File: config.mk
export PLATFORM = sky130hd
export DESIGN_NAME = unified_mem_arbiter
export DESIGN_NICKNAME = d
export VERILOG_FILES = /design/src/rtl/mem_arb_pkg.sv /design/src/rtl/mem_arb_timeout_timer.sv /design/src/rtl/unified_mem_arbiter.sv
export SDC_FILE = /design/constraint.sdc
export NUM_CORES = 1
export LEC_CHECK = 0
export BUFFER_PORTS_ARGS = -buffer_cell sky130_fd_sc_hd__buf_4
export CAP_MARGIN = 30
export CORE_ASPECT_RATIO = 1.4
export CORE_MARGIN = 5
export CORE_UTILIZATION = 45
export CTS_BUF_LIST = sky130_fd_sc_hd__clkbuf_4 sky130_fd_sc_hd__clkbuf_8 sky130_fd_sc_hd__clkbuf_16
export CTS_CLUSTER_SIZE = 8
export DETAILED_ROUTE_END_ITERATION = 16
export GPL_TIMING_DRIVEN = 0
export HOLD_SLACK_MARGIN = 0.05
export PLACE_DENSITY = 0.76
export REMOVE_ABC_BUFFERS = 1
export SYNTH_ARGS = -nofsm -noshare
export SYNTH_HDL_FRONTEND = slang
export SYNTH_HIERARCHICAL = 1
export SYNTH_SLANG_ARGS = --single-unit
File: constraint.sdc
create_clock -name clk -period 5.8 [get_ports clk]
set_clock_uncertainty 0.05 [all_clocks]
set_input_delay 0.58 -clock clk [delete_from_list [all_inputs] [get_ports clk]]
set_output_delay 0.58 -clock clk [all_outputs]
set_load 0.01 [all_outputs]
File: src/rtl/mem_arb_pkg.sv
// Shared definitions for the unified instruction/data memory arbiter.
//   - FSM state encoding (IDLE, ISSUE, WAIT)
//   - grant owner encoding (OWN_IF, OWN_DM)
//   - ABORT_DATA: read data returned to the owner when a transaction times out
package mem_arb_pkg;

  localparam logic [1:0] IDLE  = 2'd0;
  localparam logic [1:0] ISSUE = 2'd1;
  localparam logic [1:0] WAIT  = 2'd2;

  localparam logic OWN_IF = 1'b0;
  localparam logic OWN_DM = 1'b1;

  localparam logic [31:0] ABORT_DATA = 32'hDEAD_BEEF;

endpackage

File: src/rtl/mem_arb_timeout_timer.sv
// Transaction watchdog for the memory arbiter.
// Ports:
//   clk, rst  - clock, asynchronous active-high reset
//   clear     - restart the count from zero (held while the arbiter is idle)
//   run       - count this cycle (arbiter is in ISSUE or WAIT)
//   expired   - running and the count has reached TIMEOUT-1
// The count parks at TIMEOUT-1, so a transaction that is still pending on
// the cycle after a deadline (e.g. mem_ready won the deadline cycle and the
// arbiter moved on to WAIT) expires at the next opportunity instead of
// wrapping around.
module mem_arb_timeout_timer #(
  parameter int TIMEOUT = 64
) (
  input  logic clk,
  input  logic rst,
  input  logic clear,
  input  logic run,
  output logic expired
);

  localparam int W = $clog2(TIMEOUT);
  localparam logic [W-1:0] LAST = W'(TIMEOUT - 1);

  logic [W-1:0] timer;

  assign expired = run & (timer == LAST);

  always_ff @(posedge clk or posedge rst) begin
    if (rst) begin
      timer <= '0;
    end else if (clear) begin
      timer <= '0;
    end else if (run && (timer != LAST)) begin
      timer <= timer + W'(1);
    end
  end

endmodule

File: src/rtl/unified_mem_arbiter.sv
// Arbiter sharing one single-port unified memory between the fetch stage
// (IF port) and the memory stage (DM port). One transaction is outstanding
// at a time; completion is reported by a one-cycle valid pulse per port.
// Ports:
//   clk, rst                         - clock, asynchronous active-high reset
//   if_req/if_addr                   - fetch request (held until if_valid)
//   if_rdata/if_valid/stall_f        - fetch result, completion pulse, stall
//   dm_req/dm_we/dm_addr/dm_wdata    - load/store request (held until dm_valid)
//   dm_rdata/dm_valid/stall_m        - load result, completion pulse, stall
//   mem_req/mem_we/mem_addr/mem_wdata- request to memory, held until mem_ready
//   mem_ready/mem_rvalid/mem_rdata   - memory accept, response, read data
//   mem_err                          - sticky timeout flag
//
// state | meaning
// IDLE  | no transaction; arbitrate between eligible ports
// ISSUE | mem_req asserted, waiting for mem_ready
// WAIT  | request accepted, waiting for mem_rvalid
module unified_mem_arbiter
  import mem_arb_pkg::*;
#(
  parameter int ADDR_W     = 32,
  parameter int DATA_W     = 32,
  parameter int STARVE_MAX = 4,
  parameter int TIMEOUT    = 64
) (
  input  logic              clk,
  input  logic              rst,
  input  logic              if_req,
  input  logic [ADDR_W-1:0] if_addr,
  output logic [DATA_W-1:0] if_rdata,
  output logic              if_valid,
  output logic              stall_f,
  input  logic              dm_req,
  input  logic              dm_we,
  input  logic [ADDR_W-1:0] dm_addr,
  input  logic [DATA_W-1:0] dm_wdata,
  output logic [DATA_W-1:0] dm_rdata,
  output logic              dm_valid,
  output logic              stall_m,
  output logic              mem_req,
  output logic              mem_we,
  output logic [ADDR_W-1:0] mem_addr,
  output logic [DATA_W-1:0] mem_wdata,
  input  logic              mem_ready,
  input  logic              mem_rvalid,
  input  logic [DATA_W-1:0] mem_rdata,
  output logic              mem_err
);

  localparam logic [3:0] STARVE_LIM = 4'(STARVE_MAX);
  localparam logic [DATA_W-1:0] ABORT_WORD = DATA_W'(ABORT_DATA);

  logic [1:0] state;
  logic       grantOwner;
  logic [3:0] starveCnt;
  logic       ifEligible;
  logic       dmEligible;
  logic       ifWins;
  logic       dmWins;
  logic       timerExpired;
  logic       txnDone;
  logic       txnAbort;

  // A port whose valid is pulsing this cycle has already been served;
  // its req is still the old one, so it must not be granted again.
  assign ifEligible = if_req & ~if_valid;
  assign dmEligible = dm_req & ~dm_valid;

  assign ifWins = ifEligible & (~dmEligible | (starveCnt == STARVE_LIM));
  assign dmWins = dmEligible & ~ifWins;

  assign stall_f = if_req & ~if_valid;
  assign stall_m = dm_req & ~dm_valid;

  // mem_ready / mem_rvalid take priority over a coinciding deadline.
  assign txnDone  = (state == WAIT) & mem_rvalid;
  assign txnAbort = timerExpired &
                    (((state == ISSUE) & ~mem_ready) | ((state == WAIT) & ~mem_rvalid));

  mem_arb_timeout_timer #(
    .TIMEOUT (TIMEOUT)
  ) uTimer (
    .clk     (clk),
    .rst     (rst),
    .clear   (state == IDLE),
    .run     ((state == ISSUE) | (state == WAIT)),
    .expired (timerExpired)
  );

  always_ff @(posedge clk or posedge rst) begin
    if (rst) begin
      state      <= IDLE;
      grantOwner <= OWN_IF;
      starveCnt  <= '0;
      mem_req    <= 1'b0;
      mem_we     <= 1'b0;
      mem_addr   <= '0;
      mem_wdata  <= '0;
      if_valid   <= 1'b0;
      dm_valid   <= 1'b0;
      if_rdata   <= '0;
      dm_rdata   <= '0;
      mem_err    <= 1'b0;
    end else begin
      if_valid <= 1'b0;
      dm_valid <= 1'b0;

      case (state)
        IDLE: begin
          if (ifWins || dmWins) begin
            mem_req    <= 1'b1;
            grantOwner <= dmWins ? OWN_DM : OWN_IF;
            mem_we     <= dmWins & dm_we;
            mem_addr   <= dmWins ? dm_addr : if_addr;
            mem_wdata  <= dmWins ? dm_wdata : '0;
            state      <= ISSUE;
            if (ifWins || !ifEligible) begin
              starveCnt <= '0;
            end else if (starveCnt != STARVE_LIM) begin
              starveCnt <= starveCnt + 4'd1;
            end
          end
        end

        ISSUE: begin
          if (mem_ready) begin
            mem_req <= 1'b0;
            state   <= WAIT;
          end
        end

        WAIT: ;

        default: state <= IDLE;
      endcase

      if (txnDone || txnAbort) begin
        state   <= IDLE;
        mem_req <= 1'b0;
        if (txnAbort) begin
          mem_err <= 1'b1;
        end
        if (grantOwner == OWN_IF) begin
          if_valid <= 1'b1;
          if_rdata <= txnAbort ? ABORT_WORD : mem_rdata;
        end else begin
          dm_valid <= 1'b1;
          // Completed stores leave dm_rdata alone; aborted ones report the marker.
          if (txnAbort) begin
            dm_rdata <= ABORT_WORD;
          end else if (!mem_we) begin
            dm_rdata <= mem_rdata;
          end
        end
      end
    end
  end

endmodule

==> metrics, run 1 <==
Non-Filler Instances=1002; Buf/Inv on CP=2; Comb pwr share=42.8%; FF+latch count, synth=146; adder-cell area share of the yosys netlist=1.395%; Yosys cell types=49; Synth Instances=between 500 and 600; Worst R2R End=dm_rdata[28]; crit path max fanout=13; Max VDD drop=0.0002458 V; most used flip-flop cell after synthesis=dfrtp_1; critical path class=reg2reg; antenna viol nets, final=0; synthesis-to-finish area growth=45.64%; Max Slew Vio Count=0; main combinational cell family by area after synthesis=compound AO/OA/AOI/OAI gates; mux share of post-synthesis cell area=0.1595%; CTS Root Cell=clkbuf_16; vias in the first global route=5628; placed insts=970; hold crit path type=in2async; post-synthesis sequential area ratio=58.20%; die height=149.7 um; Synth Area in Simple Gates=13.12%; DRT iter0 DRCs=~240; CTS clk-pin slew, worst paths=0.06 ns; hold buffers post-CTS=0; Netlist Area Pre-Place=0.006277 sq mm; crit path cell chain=inv_1 > ha_1 > nand3_1 > nor2b_1 > nor2_1 > a211oi_4 > buf_8 > o22ai_1 > nand2_1; Bufs on Longest Clock Path=2; sw frac=34.15%; DRC Markers=0; CP endpoint=dm_rdata[28]; Syn. warnings=6; CTS sink cnt=146; global-route wire length before repair=28170 um; Top Family by Delay on Critical Path=compound AO/OA/AOI/OAI gates; complex-gate fraction of the synthesized area=22.36%; proportion of layout cells with a drive suffix above 1=45.53%; RSZ-0062 raised after global routing=false; Cell Rows=51; Mapped Avg Cell Area=11.56 sq um; Initial Utilization=a little under half; die footprint=0.01645 sq mm; WP data arrival=3.32 ns; ant diodes=0; CP endpoint kind=flop; fmax=0.3286 GHz; P_int=between 3 and 4 mW; pwr dens=552.7 mW/mm^2; Boundary Pins=270; Tcrit/Tclk final=a little over half; Slew @ Worst Pin=0.9007 ns; total overflow reported by the global router=0; antenna violations before repair=0; Required @ worst endpoint=6.08 ns; Avg Vias per Cell=5.419; post-layout min period=3.043 ns; wire per inst=18.06 um; Flop pwr share=roughly a third; most common cell after layout, fill and taps aside=buf_4; final setup violating endpoints=0; CP Launch Point=state[0]; Max-cap violations=0; drt pass-1 iters=5; critical path's slowest cell=a211oi_4; clk_lat worst skew=0.40 ns; aggregate global-route resource usage=21.86%; post-layout net count=946; Synth Area in XOR/XNOR=0%; reg2reg setup slack=2.76 ns; slew margin rel.=39.76%; final hold vios=0; CTS tree=done; leakage=4.344 nW; vias post-DR=approximately 5.4k; core area=0.01378 sq mm; Die X=109.8 um; Reg2Reg Depth=9; H-tree levels=4; Reg2Reg Launch Point=state[0]; Setup crit start kind=flop; gpl congestion=0.8501; CP max stage delay=0.79 ns; total negative setup slack=0 ns; PortBufs=~270; post_cts resized=0; largest net degree at the start of global routing=between 80 and 90; Critical Path Stages=9; Post-CTS Setup Inserts=0; Detailed Place HPWL=13500 um; TritonCTS Buffers=17; outcome=completed; number of synthesized flops with an enable pin=0; most frequent cells in the layout=buf_4 (269), dfrtp_1 (146), nor2_1 (60); ys async rst share=100.0%; WL final=roughly 18000 um; Switch Pwr=1.725 mW; clock power share=a little over a fifth
## how the worst min path moves through the flow
stage            start  cells after the start  slack [ns]         endpoint
2_1_floorplan      rst                      1        0.32  uTimer/timer[0]
3_3_place_gp   mem_err                      1        0.40          mem_err
3_5_place_dp   mem_err                      1        0.42          mem_err
4_1_cts            rst                      2        0.06  uTimer/timer[4]
5_1_grt            rst                      2        0.08  uTimer/timer[4]
6_report           rst                      2        0.07  uTimer/timer[4]
## cell usage after synthesis (4+ instances only)
cell | count | area share (%)
a21oi_1 | 28 | 2.2
a22o_1 | 35 | 4.9
a22oi_1 | 8 | 0.96
a31oi_1 | 4 | 0.40
buf_4 | 7 | 0.84
clkbuf_1 | 19 | 1.1
dfrtp_1 | 146 | 58
ha_1 | 7 | 1.4
inv_1 | 21 | 1.3
nand2_1 | 39 | 2.3
nand2b_1 | 36 | 3.6
nand3_1 | 12 | 0.96
nor2_1 | 60 | 3.6
o21ai_0 | 12 | 0.96
o221a_2 | 33 | 5.9
o22ai_1 | 5 | 0.50
o22ai_2 | 20 | 4.0
## state kept, by name (all words and copies together) (netlist names)
| register | count |
|---|---|
| dm_rdata | 32 |
| dm_valid | 1 |
| grantOwner | 1 |
| if_rdata | 32 |
| if_valid | 1 |
| mem_addr | 32 |
| mem_err | 1 |
| mem_req | 1 |
| mem_wdata | 32 |
| mem_we | 1 |
| starveCnt | 4 |
| state | 2 |
| uTimer/timer | 6 |
## per-layer routing
layer,GRT usage [%],share of wire (%),vias up
met3,5.179,7.5,24
met5,0,0,-
met2,38.15,53,238
met1,26.11,38,2675
met4,7.361,2.1,0
li1,-,-,2493
## cell families (layout without fill, tap and decap cells)
kind of cell / Yosys count / in the layout
AO/OA/AOI/OAI: 165 / 165
adder cells (fa/ha/maj): 7 / 7
buffers and inverters: 57 / 331
flip-flops: 146 / 146
multiplexers: 1 / 1
AND/OR/NAND/NOR: 167 / 167
## stage by stage
stage / cell area [sq um] / util [%] / hold WS, ns / setup slack (ns) / total power [mW]
global route: 9143 / 66.33 / 0.08240 / 2.561 / 5.363
global placement: 8308 / 60.28 / 0.4021 / 0.02986 / 3.813
floorplan: 6057 / - / 0.3210 / 1.417 / 2.840
detailed placement: 8534 / 61.92 / 0.4156 / 2.830 / 3.983
CTS: 9143 / 66.33 / 0.05937 / 2.787 / 5.114
finish: 9143 / 66.33 / 0.07081 / 2.757 / 5.053
## area by class of cell
cell class | count | area, sq um
clock buffer | 20 | 460.4
clock inverter | 12 | 147.6
timing repair buffer | 278 | 2210
fill | 1094 | 4641
tap | 185 | 231.5
multi-input combinational | 340 | 2356
sequential | 146 | 3654
inverter | 21 | 83.83
## power by group through the flow
| stage | clock (mW) | sequential [mW] | combinational, mW |
|---|---|---|---|
| finish | 1.10 | 1.78 | 2.16 |
| global route | 1.17 | 1.84 | 2.35 |
| CTS | 1.13 | 1.79 | 2.20 |
| detailed placement | 0 | 1.79 | 2.19 |
| global placement | 0 | 1.78 | 2.04 |
| floorplan | 0 | 1.96 | 0.885 |
Power figures use the tool's default switching activity.
==> inputs of run 2 (changes only) <==
Settings changed: ABC_AREA set to 1, PLACE_DENSITY 0.76 to 0.75.
Clock period 5.8 ns to 3.05 ns, I/O delays scaled along.
==> metrics, run 2 <==
most used flip-flop cell after synthesis=dfrtp_1; Synth top area share=52.38%; worst setup margin=0.2966 ns; largest net degree at the start of global routing=72; H-tree levels=4; Slew @ Worst Pin=around 0.91 ns; TritonCTS Buffers=17; post-synthesis sequential area ratio=52.38%; Max VDD drop=0.0004718 V; number of synthesized flops with an enable pin=0; core area=0.01512 sq mm; ys async rst share=between 90% and 100%; post-layout net count=1285; Max Slew Vio Count=0; dpl ws=-0.4551 ns; final setup violating endpoints=0; final hold vios=0; CTS sink cnt=146; Syn. warnings=6; Netlist Area Pre-Place=0.006975 sq mm; synthesis-to-finish area growth=38.51%; CP max stage delay=0.43 ns; most common cell after layout, fill and taps aside=nand2_1; FF+latch count, synth=146; gpl congestion=0.8207; post-layout min period=between 2 and 3 ns; Die X=roughly 120 um; WL final=20280 um; final instance area=0.009662 sq mm; critical path's slowest cell=ha_1; Mapped Avg Cell Area=between 7 and 8 sq um; fillers=1331; outcome=completed; proportion of layout cells with a drive suffix above 1=28.20%; critical path class=reg2reg; Max-cap violations=0; total overflow reported by the global router=0; aggregate global-route resource usage=22.37%; placed insts=1315; clk_lat worst skew=a little over 0.4 ns; RSZ-0062 raised after global routing=false; Required @ worst endpoint=3.35 ns; top post-synthesis cells by area=dfrtp_1 (52%), nand2_1 (19%), inv_1 (8.1%); die height=157.3 um; synth cell count leaders=nand2_1 (349), inv_1 (151), dfrtp_1 (146); crit path max fanout=36; DRT iter0 DRCs=405; dominant cell type by area after synthesis=dfrtp_1; global-route wire length before repair=31800 um; Non-Filler Instances=1349; CTS tree=done; Multi-input gate area=0.002529 sq mm; Placement Cell Area=0.009061 sq mm; fmax=0.3632 GHz; vias post-DR=6445; Setup crit start kind=flop; hold crit path type=in2reg; Yosys cell types=31; PortBufs=roughly 270; Bufs on Longest Clock Path=2; DRC Markers=0; Boundary Pins=270; Synth Instances=around 890; die footprint=0.01813 sq mm; Avg Vias per Cell=4.778; pwr dens=954.4 mW/mm^2; Detailed Place HPWL=14230 um; CTS clk-pin slew, worst paths=approximately 0.070 ns; leakage=roughly 5.7 nW; most numerous cell in the Yosys netlist=nand2_1; Sequential Area=0.003654 sq mm; antenna violations before repair=1; Post-CTS Setup Inserts=0; WHS=0.09761 ns; Initial Utilization=46.14%; total power draw=slightly above 9 mW; Cell Rows=53; WP data arrival=3.06 ns; antenna viol nets, final=0; CP endpoint kind=flop; vias in the first global route=6262; CTS Root Cell=clkbuf_16; drt pass-1 iters=6; wire per inst=approximately 15 um; most frequent cells in the layout=nand2_1 (348), buf_4 (269), inv_1 (150); slew margin rel.=roughly two fifths; Tcrit/Tclk final=90.28%; crit path cell chain=inv_1 > ha_1 > inv_1 > nor2_4 > nand2_8 > nand2_8 > nand2_4 > inv_6 > nand2_1 > nand2_1
## run 2: path summary, 6_finish.rpt
path                       slack [ns]          from  cells past startpoint               to
setup / recovery                 0.30      state[1]                     10      if_rdata[1]
hold / removal                    0.1  dm_wdata[31]                      3    mem_wdata[31]
setup reg to reg                 0.30      state[1]                     10      if_rdata[1]
hold reg to reg                  0.43       mem_err                      2          mem_err
max in group asynchronous        1.67           rst                      4          mem_err
min in group asynchronous        0.34           rst                      3  uTimer/timer[4]
## run 2: power by group
| part | total (mW) | switching [mW] | internal [mW] |
|---|---|---|---|
| clock network | 1.95 | 0.873 | 1.07 |
| registers | 3.33 | 0.515 | 2.82 |
| logic | 3.94 | 2.18 | 1.76 |
| total | 9.22 | 3.57 | 5.65 |
## run 2: worst max-delay path, delay by kind of cell, from the launching register on
kind	cells	cell delay [ns]
and+or+nand+nor	6	1.29
buffers and inverters	3	0.52
adders and majority gates	1	0.43
DFF	1	0.37
## run 2: layout make-up
type / count / share of cell area, %
multi-input combinational: 550 / 26.17
sequential: 146 / 37.81
tap: 192 / 2.486
inverter: 155 / 6.125
clock inverter: 14 / 1.243
antenna: 1 / 0.02590
timing repair buffer: 273 / 21.65
clock buffer: 18 / 4.481
## run 2: metrics by stage
step / setup TNS [ns] / utilization, %
floorplan: -148.10 / -
global placement: -465.81 / 59.47
detailed placement: -25.21 / 59.93
CTS: 0 / 63.80
global route: 0 / 63.90
finish: 0 / 63.90
## run 2: cells by family after synthesis
family / synth area share [%]
buf+inv: 11.87
simple gates: 29.78
flops: 52.38
fa+ha+maj: 1.256
xor+xnor: 0.2512
compound gates: 4.467
## run 2: layer usage
metal / wire length [um] / global-route usage, % / vias to the layer above
li1: - / - / 3199
met1: 7721 / 27.04 / 2934
met2: 10150 / 38.11 / 278
met3: 1869 / 5.577 / 34
met4: 535 / 8.949 / 0
met5: 0 / 0 / -
## run 2: what timing repair did
item / CTS / global route
endpoints found under the hold margin: 75 / 0
pin swaps: 0 / 1
gates resized for setup: 4 / 2
endpoints found under the setup margin: 65 / 63
hold buffers: 1 / 0
